--- src/rtl/instr_fetch_unit.sv ---
// Fetch sequencer: owns the PC and walks a byte-wide combinational ROM four bytes
// per word. It assembles little-endian instructions into a valid/ready output register.
module instr_fetch_unit #(
    parameter int unsigned         ADDR_W    = 32,
    parameter logic [ADDR_W-1:0]   RESET_PC  = '0,
    parameter int unsigned         ROM_BYTES = 1024
) (
    input  logic              clk,
    input  logic              rst_n,
    input  logic              fetch_en,
    output logic [ADDR_W-1:0] rom_addr,
    input  logic [7:0]        rom_data,
    input  logic              redirect_valid,
    input  logic [ADDR_W-1:0] redirect_pc,
    output logic              if_valid,
    input  logic              if_ready,
    output logic [31:0]       if_instr,
    output logic [ADDR_W-1:0] if_pc,
    output logic              if_fault
);
    localparam logic [ADDR_W:0] ROM_LIM = (ADDR_W+1)'(ROM_BYTES);

    logic [ADDR_W-1:0] pc_q, pc_d;
    logic [1:0]        cnt_q, cnt_d;
    logic [23:0]       buf_q, buf_d;
    logic              facc_q, facc_d;
    logic              vld_q, vld_d;
    logic [31:0]       instr_q, instr_d;
    logic [ADDR_W-1:0] ipc_q, ipc_d;
    logic              flt_q, flt_d;

    logic out_free, oob;

    assign rom_addr = pc_q + ADDR_W'(cnt_q);
    // Extra MSB keeps the range test correct when rom_addr sits near 2^ADDR_W.
    assign oob      = {1'b0, rom_addr} >= ROM_LIM;
    assign out_free = !vld_q || if_ready;

    always_comb begin
        pc_d    = pc_q;
        cnt_d   = cnt_q;
        buf_d   = buf_q;
        facc_d  = facc_q;
        vld_d   = vld_q;
        instr_d = instr_q;
        ipc_d   = ipc_q;
        flt_d   = flt_q;

        if (vld_q && if_ready) vld_d = 1'b0;

        if (redirect_valid) begin
            pc_d   = redirect_pc & ~ADDR_W'(3);
            cnt_d  = 2'd0;
            buf_d  = '0;
            facc_d = 1'b0;
            vld_d  = 1'b0;
        end else if (fetch_en) begin
            if (cnt_q != 2'd3) begin
                case (cnt_q)
                    2'd0:    buf_d[7:0]   = rom_data;
                    2'd1:    buf_d[15:8]  = rom_data;
                    default: buf_d[23:16] = rom_data;
                endcase
                facc_d = facc_q | oob;
                cnt_d  = cnt_q + 2'd1;
            end else if (out_free) begin
                // Last byte goes straight to the output; a full register stalls here.
                instr_d = {rom_data, buf_q};
                ipc_d   = pc_q;
                flt_d   = facc_q | oob;
                vld_d   = 1'b1;
                pc_d    = pc_q + ADDR_W'(4);
                cnt_d   = 2'd0;
                facc_d  = 1'b0;
            end
        end
    end

    always_ff @(posedge clk or negedge rst_n) begin
        if (!rst_n) begin
            pc_q    <= RESET_PC;
            cnt_q   <= 2'd0;
            buf_q   <= '0;
            facc_q  <= 1'b0;
            vld_q   <= 1'b0;
            instr_q <= '0;
            ipc_q   <= '0;
            flt_q   <= 1'b0;
        end else begin
            pc_q    <= pc_d;
            cnt_q   <= cnt_d;
            buf_q   <= buf_d;
            facc_q  <= facc_d;
            vld_q   <= vld_d;
            instr_q <= instr_d;
            ipc_q   <= ipc_d;
            flt_q   <= flt_d;
        end
    end

    assign if_valid = vld_q;
    assign if_instr = instr_q;
    assign if_pc    = ipc_q;
    assign if_fault = flt_q;
endmodule

--- config.mk ---
export PLATFORM = sky130hd
export DESIGN_NAME = instr_fetch_unit
export DESIGN_NICKNAME = d
export VERILOG_FILES = /design/src/rtl/instr_fetch_unit.sv
export SDC_FILE = /design/constraint.sdc
export NUM_CORES = 1
export LEC_CHECK = 0
export CAP_MARGIN = 30
export CORE_ASPECT_RATIO = 0.75
export CORE_UTILIZATION = 53
export CTS_CLUSTER_SIZE = 25
export DETAILED_ROUTE_END_ITERATION = 8
export GPL_ROUTABILITY_DRIVEN = 1
export HOLD_SLACK_MARGIN = 0.06
export PLACE_DENSITY = 0.95
export SLEW_MARGIN = 10
export SYNTH_ARGS = -nofsm -noshare
export SYNTH_HDL_FRONTEND = slang
export SYNTH_SLANG_ARGS = --single-unit
--- constraint.sdc ---
create_clock -name clk -period 5.2 [get_ports clk]
set_input_delay 1.04 -clock clk [delete_from_list [all_inputs] [get_ports clk]]
set_output_delay 1.04 -clock clk [all_outputs]
set_load 0.01 [all_outputs]
### Word level (Yosys, flattened, before mapping)

Index checks and enable logic that the tools add are counted.

* eq/ne operators: 4
* order comparisons: 1
* $add $sub $neg: 3
* reductions and logical operators: 17
* multiplexer cells: 23
* bitwise gates (word level): 3

Operators by type and width (number)
* 32-bit two-way mux: 4
* 24-bit two-way mux: 3
* 32-bit by 2-bit adder with 32-bit output: 1
* 32-bit by 3-bit adder with 32-bit output (second input constant): 1
* 32-bit by 11-bit >= comparator with 1-bit output (second input constant): 1
* 8-bit two-way mux: 3
* 3-bit AND reduction: 4
* 2-bit nonzero test: 5
* 1-bit two-way mux: 9
* 2-bit two-way mux: 4
* 2-bit != test (second input constant): 2
* 4-bit AND reduction: 1
* 3-bit nonzero test: 1
* 2-bit by 1-bit adder with 2-bit output (second input constant): 1
* 2-bit by 1-bit equality test with 1-bit output (second input constant): 1
* 2-bit logical NOT: 1
* 2-bit by 1-bit != test with 1-bit output (second input constant): 1
* 1-bit inverter: 2
* 2-bit AND reduction: 1
* 2-bit OR reduction: 1
* 1-bit logical AND: 1
* 1-bit logical NOT: 1
* 1-bit logical OR: 1
* 1-bit OR: 1

* logic and storage cells: 61
* register bits after elaboration: 125
* bits of input ports: 45

### Logic depth before layout (Yosys ltp)

Gate-level depths: netlist of run 1.

* depth after elaboration: 6
* depth in mapped cells: 7
* depth with buffers taken out: 6

### Least setup slack after synthesis of run 1

Ideal clock, no wire load.

* path type: input to register
* start point: in if_ready
* end point: reg instr_q[25], in the netlist if_instr[25]
* path buffers: 1
* cell stages on the path: 5
* arrival: 2396 ps
* data required time: 5075 ps
* setup slack: 2679 ps
* cell sequence: nand2b_1 nand2_1 nor2_1 buf_2 mux2_2

* cells in the longest elaborated chain, start to end: 2

RTL lines
* start, declared: RTL line 16 `input logic if_ready,`
* 1-bit logical OR: RTL line 37 `assign out_free = !vld_q || if_ready;`
* 4-bit AND reduction (no line)
* end signal, assigned: RTL line 95 `instr_q <= instr_d;`
* end, declared: RTL line 28 `logic [31:0] instr_q, instr_d;`

Every way passes these cells.
A chain may end at the register's enable or synchronous reset.

### Worst setup path in the final report of run 1

* start point: in if_ready
* end point: reg ipc_q[24], in the netlist if_pc[24]

* cells in the longest elaborated chain, start to end: 2

RTL lines
* 1-bit logical OR: RTL line 37
* 4-bit AND reduction (no line)
* end signal, assigned: RTL line 96 `ipc_q <= ipc_d;`
* end, declared: RTL line 29 `logic [ADDR_W-1:0] ipc_q, ipc_d;`

Every way passes these cells.

==> flow_summary.toml, run 1 <==
[timing]
fin_setup_tns_ps = 0
fmax_mhz = 299
relSlewSlack = 0.422
post-route-period-util = 0.644
finalClockSkew_ps = 5.62
slew_viol_final = 0
finalSetupViolations = 0
hold_viol = 0
rsz0062_at_grt = "false"
worst_pin_slew_ps = 865
period_minus_slack_ps = 3350

[floorplan]
fp-row-count = 31
core_area_sq_um = 9890
dieArea_sq_um = 10800
dieHeight_um = 90.4
die_w_um = 120
start_util = 0.558
io_pins = 143

[run_status]
status = "finished, final reports clean"

[yosys]
synth_cells = 492
ys_warn_count = 0
avgSynthCellArea_sq_um = 11.2
synthArstFlopShare = 1.00
netlist_top_cells_count = "dfrtp_1, nand2_1, mux2_2"
synth_top_area_frac = 0.549
ys_ff_latch = 121
synth-edff-count = 0
ys.flop_type = "dfrtp_1"
yosysMostFrequentCell = "dfrtp_1"
yosys.area.top_type = "dfrtp_1"
synthTopCellsByArea = "dfrtp_1, mux2_2, nand2_1, o21ai_0, clkbuf_1"
netlist_area_sq_um = 5520
synth_seq_area_share = 0.549
yosysUniqueCellTypes = 39

[power_and_ir_drop]
p_sw_frac = 0.250
p_switching_mw = 0.702
cellInternalPower_mw = 2.11
power.total_mw = 2.81
power_leakage_nw = 3.18
powerDensity_nw_per_um2 = 377
p_clk_frac = 0.444
peakVddDrop_v = 0.000250
seq_power_share = 0.406
power_frac_comb = 0.150

[clocking]
cts_setup_buffers = 0
cts.clk_slew.worst_paths_ps = 60
cts_buffer_depth = 2
hold_buffers = 0
cts_tree = "built"
clock_latency_ps = 420
cts_sinks = 121
cts_made_buffers = 17
postCtsResizedCells = 0
cts_root_buf = "clkbuf_16"
htree_levels = 4

[finish]
final_cell_count_no_fill = 747
nets = 652
diodes = 0
areaGrowthSynthToFinish_pct = 35.0
drive_gt1_frac = 0.195

[placed_design]
portBuffers = 138
hpwl_um = 9620
placedCellCount = 711
gp_congestion = 0.876

[drt]
viasPerCell = 5.66
drcViolationCount = 0
drt_iter0_markers = 415
ant_nets = 0
drt_wl_total_um = 14100
wl_per_cell_um = 18.9
drtPass1Iterations = 5
via_count = 4225

[grt]
overflow = 0
grt_pass1_wl_um = 22800
grt_pass1_vias = 4317
grt.total_usage = 0.277
antenna_found_initial = 0
grt_max_degree = 79

[setup_path]
criticalPathCategory = "in -> reg"
worstSetupEndpointType = "flop"
cp_data_required_time_ps = 5490
startpoint_type = "input pin"
arrival_ps = 3640
critPathMaxFanout = 31

[job]
maxCapViolations = 0

[min_path]
hold_class = "in -> async"
## state kept, by name, indices dropped and copies added (netlist names)
register	flops
facc_q	1
cnt_q	2
if_pc	30
pc_q	30
if_instr	32
buf_q	24
if_fault	1
if_valid	1
## per-stage QoR
step	util	worst slack [ps]	hold slack, ps	cell area [sq um]
detailed placement	0.684	1460	469	6760
floorplan	-	2680	444	5520
finish	0.753	1850	475	7450
global route	0.753	1710	476	7450
CTS	0.748	1870	489	7400
global placement	0.684	1540	457	6760
## critical path: stages
cell and delay [ps]:
clkdlybuf4s50_1 480, nand2b_1 250, nand2_1 270, nor2_4 730
buf_4 450, mux2_2 390
## area by class of cell
cell class                      count  area (sq um)
Clock buffer                       18           439
Inverter                            5          18.8
Timing Repair Buffer              146          1450
Multi-Input combinational cell    311          2150
Sequential cell                   121          3030
Tap cell                          132           165
Fill cell                         609          2440
Clock inverter                     14           196
## cells in the final DEF (no fill, tap or decap), drive strengths merged
cell           Yosys  layout
clkdlybuf4s50      0     136
dfrtp            121     121
nand2             70      70
mux2              62      62
o21ai             54      54
clkbuf            40      18
xnor2             16      16
nand3             16      16
xor2              12      12
nor2              11      11
nor4              11      11
buf               13      10
nand2b             9       9
nand4              9       9
a21oi              7       7
inv                5       7
nor3               5       5
ha                 5       5
clkinv             0       5
bufinv             0       4
and4               4       4
nor2b              3       3
nor4b              3       3
mux2i              3       3
clkinvlp           0       3
and2               3       3
and3               3       3
conb               1       2
or4                1       1
nand3b             1       1
a22oi              1       1
## worst paths after layout
kind	start	to	slack [ps]	cells after the start
min	rst_n	if_instr[7]$_DFFE_PN0P_	480	1
max in group asynchronous	rst_n	if_valid$_DFF_PN0_	3560	3
max	if_ready	if_pc[24]$_DFFE_PN0P_	1850	6
min in group clk	buf_q[5]$_DFFE_PN0P_	buf_q[5]$_DFFE_PN0P_	490	2
max reg2reg	cnt_q[0]$_DFFE_PN0P_	if_pc[24]$_DFFE_PN0P_	2340	6
min reg2reg	buf_q[5]$_DFFE_PN0P_	buf_q[5]$_DFFE_PN0P_	490	2
## cells by family after synthesis
family | count (synthesis) | share of synthesized area
muxes | 65 | 0.132
and+or+nand+nor | 149 | 0.142
other | 1 | 0.000680
xor gates and xnor gates | 28 | 0.0445
DFF | 121 | 0.549
adders and majority gates | 5 | 0.0113
AOI/OAI and AO/OA | 62 | 0.0567
buffers and inverters | 61 | 0.0642
## power groups by stage
stage               clock network [mW]  logic, mW  registers, mW
floorplan                            0      0.172           1.15
global placement                     0      0.400           1.14
detailed placement                   0      0.414           1.15
CTS                               1.26      0.418           1.14
global route                      1.30      0.454           1.15
finish                            1.25      0.421           1.14
## layer usage
| layer | vias to the layer above | track usage | routed length [um] |
|---|---|---|---|
| met2 | 214 | 0.415 | 6630 |
| met4 | 0 | 0.117 | 400 |
| met5 | - | 0 | 0 |
| li1 | 1883 | - | - |
| met1 | 2087 | 0.375 | 6000 |
| met3 | 41 | 0.0814 | 1110 |
(Power assumes the default switching activity.)
==> run 2, diff against run 1 <==
--- a/config.mk
+++ b/config.mk
@@ -7,12 +7,12 @@
 export LEC_CHECK = 0
 export CAP_MARGIN = 30
 export CORE_ASPECT_RATIO = 0.75
-export CORE_UTILIZATION = 53
+export CORE_UTILIZATION = 49
 export CTS_CLUSTER_SIZE = 25
 export DETAILED_ROUTE_END_ITERATION = 8
 export GPL_ROUTABILITY_DRIVEN = 1
 export HOLD_SLACK_MARGIN = 0.06
-export PLACE_DENSITY = 0.95
+export PLACE_DENSITY = 0.89
 export SLEW_MARGIN = 10
 export SYNTH_ARGS = -nofsm -noshare
 export SYNTH_HDL_FRONTEND = slang
==> constraint.sdc (replaced) <==
create_clock -name clk -period 3.25 [get_ports clk]
set_input_delay 0.65 -clock clk [delete_from_list [all_inputs] [get_ports clk]]
set_output_delay 0.65 -clock clk [all_outputs]
set_load 0.01 [all_outputs]
==> flow_summary.toml, run 2 (synthesis results as in run 1) <==
[clocking]
cts_sinks = 121
hold_buffers = 0
cts_buffer_depth = 2
cts_tree = "built"
clock_latency_ps = 410
cts_setup_buffers = 0
postCtsResizedCells = 0
cts_root_buf = "clkbuf_16"
cts.clk_slew.worst_paths_ps = 50
cts_made_buffers = 17
htree_levels = 4

[setup_path]
criticalPathCategory = "in -> reg"
r2r_slack_ps = 980
rr_worst_depth = 5
critPathMaxFanout = 7
startpoint_type = "input pin"
r2r_end = "pc_q[31]$_DFFE_PN0P_"
cp-endpoint = "pc_q[31]$_DFFE_PN0P_"
cp-startpoint = "if_ready"
cp_data_required_time_ps = 3530
r2r_start = "pc_q[12]$_DFFE_PN0P_"
worstSetupEndpointType = "flop"
arrival_ps = 2550

[finish]
fill_cells = 747
multi_input_area_sq_um = 2150
layout_common_cells = "clkdlybuf4s50_1, dfrtp_1, nand2_1, mux2_2, o21ai_0"
drive_gt1_frac = 0.187
nets = 652
diodes = 0
areaGrowthSynthToFinish_pct = 33.8
final_common_cell = "clkdlybuf4s50_1"
seq_area_sq_um = 3030
largest_reg_flops = 32

[timing]
fin_setup_tns_ps = 0
period_minus_slack_ps = 2270
fmax_mhz = 440
hold_ws_ps = 292
rsz0062_at_grt = "false"
finalSetupViolations = 0
relSlewSlack = 0.501
slew_viol_final = 0
post-route-period-util = 0.699
hold_viol = 0
fin_ws_ps = 978
finalClockSkew_ps = 9.68
worst_pin_slew_ps = 741

[drt]
drtPass1Iterations = 5
wl_per_cell_um = 18.1
drt_wl_total_um = 13600
ant_nets = 0
viasPerCell = 5.44
via_count = 4102
drt_iter0_markers = 326
drcViolationCount = 0

[placed_design]
pre_cts_slack_ps = 586
portBuffers = 138
gp_congestion = 0.872
hpwl_um = 9460

[grt]
grt.total_usage = 0.245
grt_pass1_vias = 4049
overflow = 0
antenna_found_initial = 0
grt_max_degree = 67
grt_pass1_wl_um = 21700

[power_and_ir_drop]
peakVddDrop_v = 0.000397
powerDensity_nw_per_um2 = 576
power_leakage_nw = 3.15

[floorplan]
fp-row-count = 33
io_pins = 143
dieHeight_um = 93.9
core_area_sq_um = 10900
die_w_um = 125
start_util = 0.504
dieArea_sq_um = 11700

[run_status]
status = "finished, final reports clean"

[job]
maxCapViolations = 0

[min_path]
hold_class = "in -> async"
## run 2: final cells by class
cell class / instances / area share
Timing Repair Buffer: 146 / 0.198
Multi-Input combinational cell: 311 / 0.291
Tap cell: 140 / 0.0237
Inverter: 5 / 0.00254
Clock inverter: 9 / 0.0136
Clock buffer: 22 / 0.0615
Sequential cell: 121 / 0.410
## run 2: how the worst min path moves through the flow
stage	slack (ps)	depth (start not counted)	from	end
6_report	290	1	rst_n	if_instr[10]$_DFFE_PN0P_
2_1_floorplan	350	0	rst_n	buf_q[0]$_DFFE_PN0P_
5_1_grt	340	1	rst_n	if_instr[10]$_DFFE_PN0P_
3_5_place_dp	470	2	buf_q[5]$_DFFE_PN0P_	buf_q[5]$_DFFE_PN0P_
3_3_place_gp	460	2	buf_q[13]$_DFFE_PN0P_	buf_q[13]$_DFFE_PN0P_
4_1_cts	310	1	rst_n	if_instr[7]$_DFFE_PN0P_
## run 2: metal layers
metal | wire (um) | track usage | vias to the layer above
li1 | - | - | 1880
met3 | 952 | 0.0712 | 22
met4 | 229 | 0.0873 | 0
met5 | 0 | 0 | -
met2 | 6310 | 0.375 | 184
met1 | 6130 | 0.331 | 2016
## run 2: per-stage QoR
step / total power, mW / area, sq um / utilization / instances
global placement: 2.47 / 6800 / 0.622 / 720
detailed placement: 2.50 / 6800 / 0.622 / 720
CTS: 4.28 / 7360 / 0.672 / 751
global route: 4.44 / 7380 / 0.675 / 754
floorplan: 2.11 / 5520 / - / 493
finish: 4.25 / 7380 / 0.675 / 754
## run 2: worst max-delay path: stages
cell             delay, ps
clkdlybuf4s50_1        490
nand2b_1               260
nand2_1                280
nor4b_2                500
mux2i_1                280
nand2_1                 90
## run 2: where the power goes
| part | leakage, nW | internal, mW | switching [mW] | total, mW |
|---|---|---|---|---|
| Combinational | 1.29 | 0.394 | 0.276 | 0.669 |
| Sequential | 1.59 | 1.67 | 0.149 | 1.82 |
| Clock | 0.270 | 1.14 | 0.629 | 1.76 |
| Total | 3.15 | 3.20 | 1.05 | 4.25 |
==> run 3, diff against run 2 <==
==> constraint.sdc (replaced) <==
create_clock -name clk -period 2.15 [get_ports clk]
set_input_delay 0.43 -clock clk [delete_from_list [all_inputs] [get_ports clk]]
set_output_delay 0.43 -clock clk [all_outputs]
set_load 0.01 [all_outputs]
==> flow_summary.toml, run 3 (synthesis results as in run 1) <==
[grt]
antenna_found_initial = 0
grt_pass1_vias = 4345
grt_use_met3 = 0.0723
grt_pass1_wl_um = 22700
grt_max_degree = 72
grt.total_usage = 0.255
top_usage_layer = "met2"
grt_util_met2 = 0.398
overflow = 0
gr-usage-met1 = 0.339

[drt]
via_count = 4252
drcViolationCount = 0
drtPass1Iterations = 4
wl_per_cell_um = 18.1
ant_nets = 0
drt_wl_total_um = 14200
viasPerCell = 5.44
drt_iter0_markers = 342

[finish]
diodes = 0
layout_common_cells = "clkdlybuf4s50_1, dfrtp_1, nand2_1, mux2_2, o21ai_0"
design_area_sq_um = 7650
fill_cells = 725
final_cell_count_no_fill = 782
multi_input_area_sq_um = 2150
final_common_cell = "clkdlybuf4s50_1"
nets = 679
seq_area_sq_um = 3030
largest_reg_flops = 32
drive_gt1_frac = 0.224
areaGrowthSynthToFinish_pct = 38.7

[placed_design]
hpwl_um = 10200
place_area_sq_um = 7010
gp_congestion = 0.891
portBuffers = 138
placedCellCount = 746

[power_and_ir_drop]
peakVddDrop_v = 0.000730
power_frac_comb = 0.165
p_sw_frac = 0.248
p_switching_mw = 1.66
powerDensity_nw_per_um2 = 876
power.total_mw = 6.70
cellInternalPower_mw = 5.04
seq_power_share = 0.403
p_clk_frac = 0.431
power_leakage_nw = 3.31

[setup_path]
worstSetupEndpointType = "primary output"
startpoint_type = "flop"
cp.buffers_inverters = 1
r2r_slack_ps = 160
criticalPathCategory = "reg -> out"
max_stage_delay_ps = 610
path_cells = "clkdlybuf4s50_1"
cp_data_required_time_ps = 1720
worst_path_max_delay_cell = "clkdlybuf4s50_1"
arrival_ps = 1580
cp_top_family = "buffers and inverters"
critPathMaxFanout = 8

[clocking]
htree_levels = 4
postCtsResizedCells = 0
cts_root_buf = "clkbuf_16"
clock_latency_ps = 410
cts_made_buffers = 17
cts_buffer_depth = 2
cts_tree = "built"
cts_sinks = 121
cts.clk_slew.worst_paths_ps = 50
cts_setup_buffers = 0

[timing]
relSlewSlack = 0.652
finalClockSkew_ps = 7.90
rsz0062_at_grt = "false"
fmax_mhz = 499
worst_pin_slew_ps = 517
slew_viol_final = 0
period_minus_slack_ps = 2010
finalSetupViolations = 0
hold_viol = 0
post-route-period-util = 0.933

[job]
maxCapViolations = 0

[floorplan]
start_util = 0.504
fp-row-count = 33
dieHeight_um = 93.9
core_area_sq_um = 10900
dieArea_sq_um = 11700
io_pins = 143
die_w_um = 125

[run_status]
status = "finished, final reports clean"

[min_path]
hold_class = "in -> reg"
run 3: cell count changes in the layout (fill, tap and decap cells not counted), sizes merged:
cell         previous run  this run
clkinv                  5         6
dlygate4sd3             0         1
bufinv                  2         3
buf                    10        35
run 3: power by group through the flow:
stage	Combinational, mW	Sequential (mW)	Clock [mW]
detailed placement	1.10	2.74	0
finish	1.11	2.70	2.89
global route	1.19	2.74	3.03
global placement	1.07	2.72	0
floorplan	0.417	2.77	0
CTS	1.11	2.70	2.93
run 3: worst reg2reg max path: cells and delay by family (launching register included):
kind | cells | cell delay [ps]
fa+ha+maj | 1 | 250
buf+inv | 1 | 310
flops | 1 | 440
mux | 1 | 380
simple gates | 3 | 500
run 3: path summary, 6_finish.rpt:
kind / from / endpoint / cells after the start
max: pc_q[25]$_DFFE_PN0P_ / rom_addr[25] / 1
min: redirect_valid / cnt_q[0]$_DFFE_PN0P_ / 2
max reg2reg: cnt_q[0]$_DFFE_PN0P_ / if_pc[29]$_DFFE_PN0P_ / 6
min reg2reg: buf_q[9]$_DFFE_PN0P_ / buf_q[9]$_DFFE_PN0P_ / 2
max in group asynchronous: rst_n / if_pc[22]$_DFFE_PN0P_ / 3
min in group asynchronous: rst_n / pc_q[29]$_DFFE_PN0P_ / 2
run 3: final cells by class:
class,count,share of cell area
clock buffer,21,0.0602
clock inverter,11,0.0191
inverter,5,0.00245
multi-input combinational,311,0.280
sequential,121,0.396
tap,140,0.0229
timing repair buffer,173,0.219
run 3: metal layers:
metal,wire length (um),share of wire
met4,295,0.021
met3,1020,0.072
met2,6600,0.47
met1,6250,0.44
met5,0,0
run 3: timing repair:
| item | 4_1_cts | 5_1_grt |
|---|---|---|
| endpoints found under the setup margin | 0 | 0 |
| hold buffers | 1 | 0 |
| hold endpoints to repair | 28 | 0 |
run 3: metrics by stage:
stage               setup TNS (ps)  setup WS, ps  hold WS [ps]   util
global route                     0          70.5           434  0.699
floorplan                        0          11.3           134      -
detailed placement           -7820          -230           394  0.641
finish                           0           145           427  0.699
CTS                              0          7.16           421  0.697
global placement             -1020         -52.9           387  0.641
